===== src/rtl/demapper_pkg.sv =====
// Shared definitions for the receive-side demapper: lock FSM encoding,
// default frame constants (also used by the mapper) and the CRC-8 bit step.
package demapper_pkg;

  typedef enum logic [1:0] {
    HUNT    = 2'd0,
    PRESYNC = 2'd1,
    SYNC    = 2'd2
  } lock_state_t;

  localparam logic [7:0] DEF_FAS_BYTE = 8'hF6;
  localparam logic [7:0] DEF_CRC_POLY = 8'h07;

  // One MSB-first CRC-8 step: init 0, no reflection, no final XOR.
  function automatic logic [7:0] crc8_step(input logic [7:0] crc,
                                           input logic       din,
                                           input logic [7:0] poly);
    return {crc[6:0], 1'b0} ^ ((crc[7] ^ din) ? poly : 8'h00);
  endfunction

endpackage


===== src/rtl/demapper_fas_sync.sv =====
// Frame alignment: serial shift register, bit/byte position counters and the
// HUNT/PRESYNC/SYNC lock machine driven by the FAS byte.
module demap_fas_sync
  import demapper_pkg::*;
#(
  parameter int         FRAME_BYTES = 16,
  parameter int         IDX_W       = 4,
  parameter logic [7:0] FAS_BYTE    = DEF_FAS_BYTE,
  parameter int         LOSS_THRESH = 3
) (
  input  logic             i_clk,
  input  logic             i_rst,
  input  logic             bit_in,
  input  logic             bit_valid,
  output logic             byte_done,
  output logic [IDX_W-1:0] byte_idx,
  output logic [7:0]       rx_byte,
  output lock_state_t      state,
  output logic             locked
);

  localparam int               MISS_W   = $clog2(LOSS_THRESH + 1);
  localparam logic [IDX_W-1:0] LAST_IDX = IDX_W'(FRAME_BYTES - 1);

  logic [6:0]        sr;
  logic [2:0]        bit_cnt;
  logic [IDX_W-1:0]  byte_cnt;
  logic [MISS_W-1:0] miss_cnt;
  logic              fas_hit;
  logic              frame_start;

  // The byte seen this cycle includes the bit currently on the line.
  assign rx_byte     = {sr, bit_in};
  assign fas_hit     = (rx_byte == FAS_BYTE);
  assign byte_done   = bit_valid && (bit_cnt == 3'd7);
  assign frame_start = byte_done && (byte_cnt == '0);
  assign byte_idx    = byte_cnt;

  always_ff @(posedge i_clk or negedge i_rst) begin
    if (!i_rst) begin
      sr       <= '0;
      bit_cnt  <= '0;
      byte_cnt <= '0;
      miss_cnt <= '0;
      state    <= HUNT;
      locked   <= 1'b0;
    end else if (bit_valid) begin
      sr      <= rx_byte[6:0];
      bit_cnt <= bit_cnt + 3'd1;
      if (byte_done)
        byte_cnt <= (byte_cnt == LAST_IDX) ? '0 : byte_cnt + IDX_W'(1);

      case (state)
        // A hit lands on the FAS LSB, so the next bit opens byte 1.
        HUNT: begin
          if (fas_hit) begin
            state    <= PRESYNC;
            bit_cnt  <= '0;
            byte_cnt <= IDX_W'(1);
            miss_cnt <= '0;
          end
        end
        PRESYNC: begin
          if (frame_start) begin
            if (fas_hit) begin
              state  <= SYNC;
              locked <= 1'b1;
            end else begin
              state <= HUNT;
            end
          end
        end
        SYNC: begin
          if (frame_start) begin
            if (fas_hit) begin
              miss_cnt <= '0;
            end else if (miss_cnt == MISS_W'(LOSS_THRESH - 1)) begin
              state    <= HUNT;
              locked   <= 1'b0;
              miss_cnt <= '0;
            end else begin
              miss_cnt <= miss_cnt + MISS_W'(1);
            end
          end
        end
        default: begin
          state  <= HUNT;
          locked <= 1'b0;
        end
      endcase
    end
  end

endmodule


===== src/rtl/demapper.sv =====
// Receive demapper top: frame alignment plus payload extraction to the client
// FIFO and CRC-8 checking of each frame against the next frame's byte 1.
module demapper
  import demapper_pkg::*;
#(
  parameter int         FRAME_BYTES = 16,
  parameter logic [7:0] FAS_BYTE    = DEF_FAS_BYTE,
  parameter logic [7:0] CRC_POLY    = DEF_CRC_POLY,
  parameter int         LOSS_THRESH = 3
) (
  input  logic       i_clk,
  input  logic       i_rst,
  input  logic       i_frame_data,
  input  logic       i_frame_data_valid,
  output logic [7:0] o_pyld_data,
  output logic       o_pyld_data_valid,
  input  logic       i_fifo_full,
  output logic       o_frame_locked,
  output logic       o_crc_err,
  output logic [7:0] o_crc_err_cnt,
  output logic       o_ovf
);

  localparam int               IDX_W    = $clog2(FRAME_BYTES);
  localparam logic [IDX_W-1:0] LAST_IDX = IDX_W'(FRAME_BYTES - 1);

  logic             byte_done;
  logic [IDX_W-1:0] byte_idx;
  logic [7:0]       rx_byte;
  lock_state_t      state;
  logic             locked;

  logic [7:0] crc_run;
  logic [7:0] crc_prev;
  logic [7:0] crc_next;
  logic       prev_ok;
  logic       in_payload;

  demap_fas_sync #(
    .FRAME_BYTES (FRAME_BYTES),
    .IDX_W       (IDX_W),
    .FAS_BYTE    (FAS_BYTE),
    .LOSS_THRESH (LOSS_THRESH)
  ) u_fas_sync (
    .i_clk     (i_clk),
    .i_rst     (i_rst),
    .bit_in    (i_frame_data),
    .bit_valid (i_frame_data_valid),
    .byte_done (byte_done),
    .byte_idx  (byte_idx),
    .rx_byte   (rx_byte),
    .state     (state),
    .locked    (locked)
  );

  assign o_frame_locked = locked;
  assign in_payload     = (byte_idx >= IDX_W'(2));

  always_comb begin
    crc_next = crc8_step(crc_run, i_frame_data, CRC_POLY);
  end

  // While hunting there is no trusted frame, so the CRC history is discarded
  // and the first frame after relock is never compared.
  always_ff @(posedge i_clk or negedge i_rst) begin
    if (!i_rst) begin
      crc_run           <= '0;
      crc_prev          <= '0;
      prev_ok           <= 1'b0;
      o_pyld_data       <= '0;
      o_pyld_data_valid <= 1'b0;
      o_ovf             <= 1'b0;
      o_crc_err         <= 1'b0;
      o_crc_err_cnt     <= '0;
    end else begin
      o_pyld_data_valid <= 1'b0;
      o_ovf             <= 1'b0;
      o_crc_err         <= 1'b0;
      if (state == HUNT) begin
        crc_run <= '0;
        prev_ok <= 1'b0;
      end else if (i_frame_data_valid) begin
        if (in_payload) begin
          if (byte_done && (byte_idx == LAST_IDX)) begin
            crc_prev <= crc_next;
            prev_ok  <= 1'b1;
            crc_run  <= '0;
          end else begin
            crc_run <= crc_next;
          end
        end
        if (byte_done && (byte_idx == IDX_W'(1)) && prev_ok && (rx_byte != crc_prev)) begin
          o_crc_err <= 1'b1;
          if (o_crc_err_cnt != 8'hFF)
            o_crc_err_cnt <= o_crc_err_cnt + 8'd1;
        end
        if (byte_done && in_payload && (state == SYNC)) begin
          if (i_fifo_full) begin
            o_ovf <= 1'b1;
          end else begin
            o_pyld_data       <= rx_byte;
            o_pyld_data_valid <= 1'b1;
          end
        end
      end
    end
  end

endmodule


===== config.mk =====
export PLATFORM = sky130hd
export DESIGN_NAME = demapper
export DESIGN_NICKNAME = d
export VERILOG_FILES = /design/src/rtl/demapper_pkg.sv /design/src/rtl/demapper_fas_sync.sv /design/src/rtl/demapper.sv
export SDC_FILE = /design/constraint.sdc
export NUM_CORES = 1
export LEC_CHECK = 0
export CAP_MARGIN = 20
export CORE_UTILIZATION = 40
export CTS_CLUSTER_SIZE = 10
export DETAILED_ROUTE_END_ITERATION = 10
export SETUP_SLACK_MARGIN = 0.3
export SLEW_MARGIN = 10
export SYNTH_ARGS = -nofsm -noshare
export SYNTH_HDL_FRONTEND = slang
export SYNTH_SLANG_ARGS = --single-unit

===== constraint.sdc =====
create_clock -name i_clk -period 2.3 [get_ports i_clk]
set_input_delay 0.69 -clock i_clk [delete_from_list [all_inputs] [get_ports i_clk]]
set_output_delay 0.69 -clock i_clk [all_outputs]
set_load 0.05 [all_outputs]

# == Word-level counts from Yosys, hierarchy flattened ==
# Index checks and enable logic that the tools add are counted.
# totals
ff_bits,55
out_inout_bits,20
wordCells,104
# op_classes
addsub,4
n_lt_le_gt_ge,1
eq_ne,15
n_mux,44
bitwise_logic,4
n_reduce_logical,22
# op_table
cell,count
8-bit 2-to-1 mux,4
1-bit 2-to-1 mux,20
2-bit 2-to-1 mux,10
4-bit 2-to-1 mux,4
4-bit AND reduction,4
"2-bit by 1-bit != test with 1-bit output, second input constant",5
3-bit 2-to-1 mux,3
"8-bit by 1-bit adder with 8-bit output, second input constant",1
"8-bit == test, second input constant",1
1-bit logical AND,8
8-bit != test,1
"8-bit != test, second input constant",1
2-bit nonzero test,4
8-bit by 3-bit XOR with 8-bit output,1
7-bit AND reduction,1
2-bit case mux with 3 select lines,1
6-bit AND reduction,1
"4-bit by 1-bit adder with 4-bit output, second input constant",1
"2-bit == test, second input constant",2
"4-bit by 1-bit == test with 1-bit output, second input constant",1
"4-bit == test, second input constant",1
"4-bit by 2-bit >= comparator with 1-bit output, second input constant",1
4-bit zero test,1
2-bit case mux with 2 select lines,1
other kinds (11),12

# == Logic depth before layout (Yosys ltp) ==
# logic_depth
depth_word,8
mapped_depth,7
ltp_nobuf,7

# == Modules after synthesis ==
# Synthesis repeated with hierarchy kept, for this count alone.
# unflattened
hier_cells,217
hier_area_um2,2610.0
# by_module_without_submodules
module,n_inst,cells_each,area_per_inst_um2,seq_area_each_um2
demapper,1,126,1620.3,900.9
demap_fas_sync,1,91,989.7,475.5

# == Least setup slack after synthesis ==
# Ideal clock, no wire load.
# synth_timing
path_kind,register -> register
start,register o_crc_err_cnt[0]
end,register o_crc_err_cnt[1]
setup_ns,0.125
arrival_time_ns,1.742
slack_ns,0.433
path_stages_with_launch,7
synth_period_minus_slack_ns,1.867
cell_sequence,dfrtp_1 > ha_1 > nand4_1 > nor2_1 > nor2_1 > nand3_1 > mux2_2
# synth_between
elab_chain_len,2
elab_cells_between_ends,3
classes_between,1 x add/sub; 1 x eq/ne; 1 x reduce/logical
# synth_lines
item,line_no,source
"start, declared",demapper.sv:20,"output logic [7:0] o_crc_err_cnt,"
"start signal, assigned",demapper.sv:95,o_crc_err_cnt <= o_crc_err_cnt + 8'd1;
"parallel branches: the longest is 2 deep, another holds 8-bit by 1-bit adder with 8-bit output",n/a,
# Several ways; the timed one is not identified.
# A chain may end at the register's enable or synchronous reset.

# == Worst setup path in the final report ==
# layout_timing
start,register o_crc_err_cnt[5]
end,output o_crc_err_cnt[5]
# No word-level cell between the ends.

==> flow_summary.ini <==
[status]
outcome = complete, no violations

[final_layout]
diodes = 0
syn_to_final_growth_pct = 24.6
post-route-util_pct = 52.3
layout.area.seq_um2 = 1380
multi_input_area_um2 = 1160
nFillCells = 545
final_cell_area_um2 = 3150
drive_gt1_share_pct = 28.5
final_cells = 335
fin_nets = 271

[place]
post-place-ws_ps = -63.6
gp_congestion = 0.750
place_inst = 326
portBuffers = 24
dpl.hpwl_mm = 3.29
post_dp_cell_area_um2 = 3020

[synthesis]
yosysSeqAreaShare_pct = 54.3
yosysWarnings = 0
synth_area_um2 = 2530
synthArstFlopShare_pct = 100
synth_edf_count = 0
yosysUniqueCellTypes = 34
syn_nets = 223
syn-mean-instance-area_um2 = 12.0
ys_ff_latch = 55
syn_inst = 211
synth_flop_cell = dfrtp_1

[global_route]
grt_max_degree = 56
globalRouteOverflowTotal = 0
use_met3_pct = 3.44
grt_pass1_wl_mm = 7.98
top_usage_layer = met2
groute.layer.met2.usage_pct = 25.2
antenna_found_initial = 0
use_met1_pct = 21.7
gr-usage-all-layers_pct = 15.9
grt_pass1_vias = 1667

[route]
ant_nets = 0
wl_per_cell_um = 14.4
vias = 1757
detail_route.vias_per_cell = 5.24
dr.pass1.iters = 4
drt-total-wl_mm = 4.81
drtIter0Drc = 85
drc = 0

[floorplanning]
core_area_um2 = 6030
initial_utilization_pct = 42.0
rows = 28
fp.dieH_um = 81.6
die_width_um = 81.6
io_pins = 25
die-area_um2 = 6650

[timing]
tightest_slew_ps = 495
rsz0062_at_grt = no
slew_headroom_pct = 67.1
fin_ws_ps = 347
fin_skew_ps = 8.38
finalHoldViolations = 0
post-route-period-util_pct = 84.9
setup_violations = 0
hold_slack_ps = 352
fmax_mhz = 512
period_minus_slack_ps = 1950
slew_viol_final = 0

[cts]
clock_sink_count = 55
cts_tree = built
clk_path_buf_depth = 2
cts-root-buf = clkbuf_8
cts_made_buffers = 5
htree_levels = 2
clock_latency_ps = 310
clk_pin_slew_ps = 100

[setup_path]
cp_slowest_stage_delay_ps = 520
critPathKind = flip-flop to output port
crit_family = buffers and inverters
cp_cell_sequence = clkdlybuf4s15_1
worstPathMaxFanout = 5
endpoint_kind = output port
path_buf_inv = 1
crit_slowest_cell = clkdlybuf4s15_1
cp.required_ps = 1610
ff2ff_setup_slack_ps = 430
critPathLaunchType = flip-flop
startpoint = o_crc_err_cnt[5]$_DFFE_PN0P_
worstPathArrival_ps = 1260
rr_startpoint = u_fas_sync.bit_cnt[0]$_DFFE_PN0P_

[hold_path]
hp-class = input pin to async pin

[flow_run]
maxCapViolations = 0

[pwr]
p_leak_nw = 1.56
ir_drop_v = 0.000458
power_density_nw_per_um2 = 823
-- Yosys cell counts (all sizes together) (2+ instances only) --
library cell  instances  area share [%]
a21oi                 6             1.3
a22o                  8             2.8
and2                  2            0.49
and3                  4            0.99
buf                   3            0.59
dfrtp                55              54
ha                    7             3.5
inv                   6            0.89
mux2                 26              12
mux2i                 2            0.79
nand2                16             2.4
nand3                 7             1.4
nand4                 6             1.5
nand4b                2            0.69
nor2                 17             2.5
nor3                  3            0.99
nor4                  6             2.7
o21ai                 6             1.2
xnor2                 9             3.1
xor2                  9             3.1
-- per-stage QoR --
stage	TNS [ps]	power [mW]
detailed placement	-576	1.95
finish	0	2.60
floorplan	0	1.74
CTS	0	2.61
global route	0	2.77
global placement	-725	1.94
-- layer usage --
layer / part of all wire (%) / vias to the layer above
met5: 0 / -
met4: 0.40 / 0
met3: 3.3 / 4
met2: 48 / 42
met1: 49 / 856
li1: - / 855
-- placed cells by master, fill, tap and decap left out, types with 2 or more instances in the layout --
master / count
a21oi_1: 5
xnor2_1: 9
dlymetal6s2s_1: 2
buf_12: 2
o21ai_0: 5
nor4_1: 3
clkbuf_8: 5
nand3_1: 5
nand4b_1: 2
nor2_2: 2
buf_4: 20
nor4_4: 2
inv_1: 6
dfrtp_1: 55
xor2_1: 9
nand3_2: 2
dlygate4sd2_1: 13
and3_1: 4
clkbuf_2: 3
a22o_1: 8
ha_1: 7
nor3_2: 3
mux2i_1: 2
nand4_1: 6
nor2_1: 15
clkdlybuf4s15_1: 3
nand2_1: 16
mux2_2: 25
-- state kept, by name, summed over array words and instances (netlist names) --
signal               flops
u_fas_sync.bit_cnt       3
u_fas_sync.byte_idx      4
o_pyld_data              8
u_fas_sync.sr            7
u_fas_sync.locked        1
o_crc_err                1
u_fas_sync.state         2
o_crc_err_cnt            8
u_fas_sync.miss_cnt      2
o_pyld_data_valid        1
crc_run                  8
o_ovf                    1
prev_ok                  1
crc_prev                 8
-- layout make-up --
| class | instances | share of cell area [%] |
|---|---|---|
| clock buffer | 5 | 2.18 |
| clock inverter | 3 | 1.47 |
| inverter | 6 | 0.714 |
| multi-input combinational | 146 | 36.7 |
| sequential | 55 | 43.6 |
| tap | 75 | 2.98 |
| timing repair buffer | 45 | 12.3 |
-- worst paths after layout --
kind | endpoint | cells past startpoint
hold reg to reg | o_pyld_data[5]$_DFFE_PN0P_ | 1
min in group i_clk | o_pyld_data[5]$_DFFE_PN0P_ | 1
max in group asynchronous | crc_prev[1]$_DFFE_PN0P_ | 2
setup reg to reg | o_crc_err_cnt[5]$_DFFE_PN0P_ | 7
setup / recovery | o_crc_err_cnt[5] | 1
hold / removal | o_ovf$_DFF_PN0_ | 2
-- report_power, final --
group | switching, mW | total [mW] | internal, mW | leakage, nW
combinational | 0.325 | 0.644 | 0.319 | 0.779
clock | 0.329 | 0.658 | 0.328 | 0.0548
sequential | 0.169 | 1.30 | 1.13 | 0.729
-- cells by family (layout without fill, tap and decap cells) --
group | count (synthesis) | after routing | synth area share (%)
muxes | 28 | 28 | 12.4
buffers and inverters | 10 | 59 | 1.63
and+or+nand+nor | 67 | 67 | 14.8
xor gates and xnor gates | 18 | 18 | 6.23
DFF | 55 | 55 | 54.3
AOI/OAI and AO/OA | 26 | 26 | 7.16
adders and majority gates | 7 | 7 | 3.46
-- repair_timing --
item                       in CTS  in global routing
resized for setup              24                 17
setup endpoints to repair      30                 35
hold buffers                    0                  0
pin swaps                       1                  5
buffers inserted                0                  1
(Power assumes the default switching activity.)
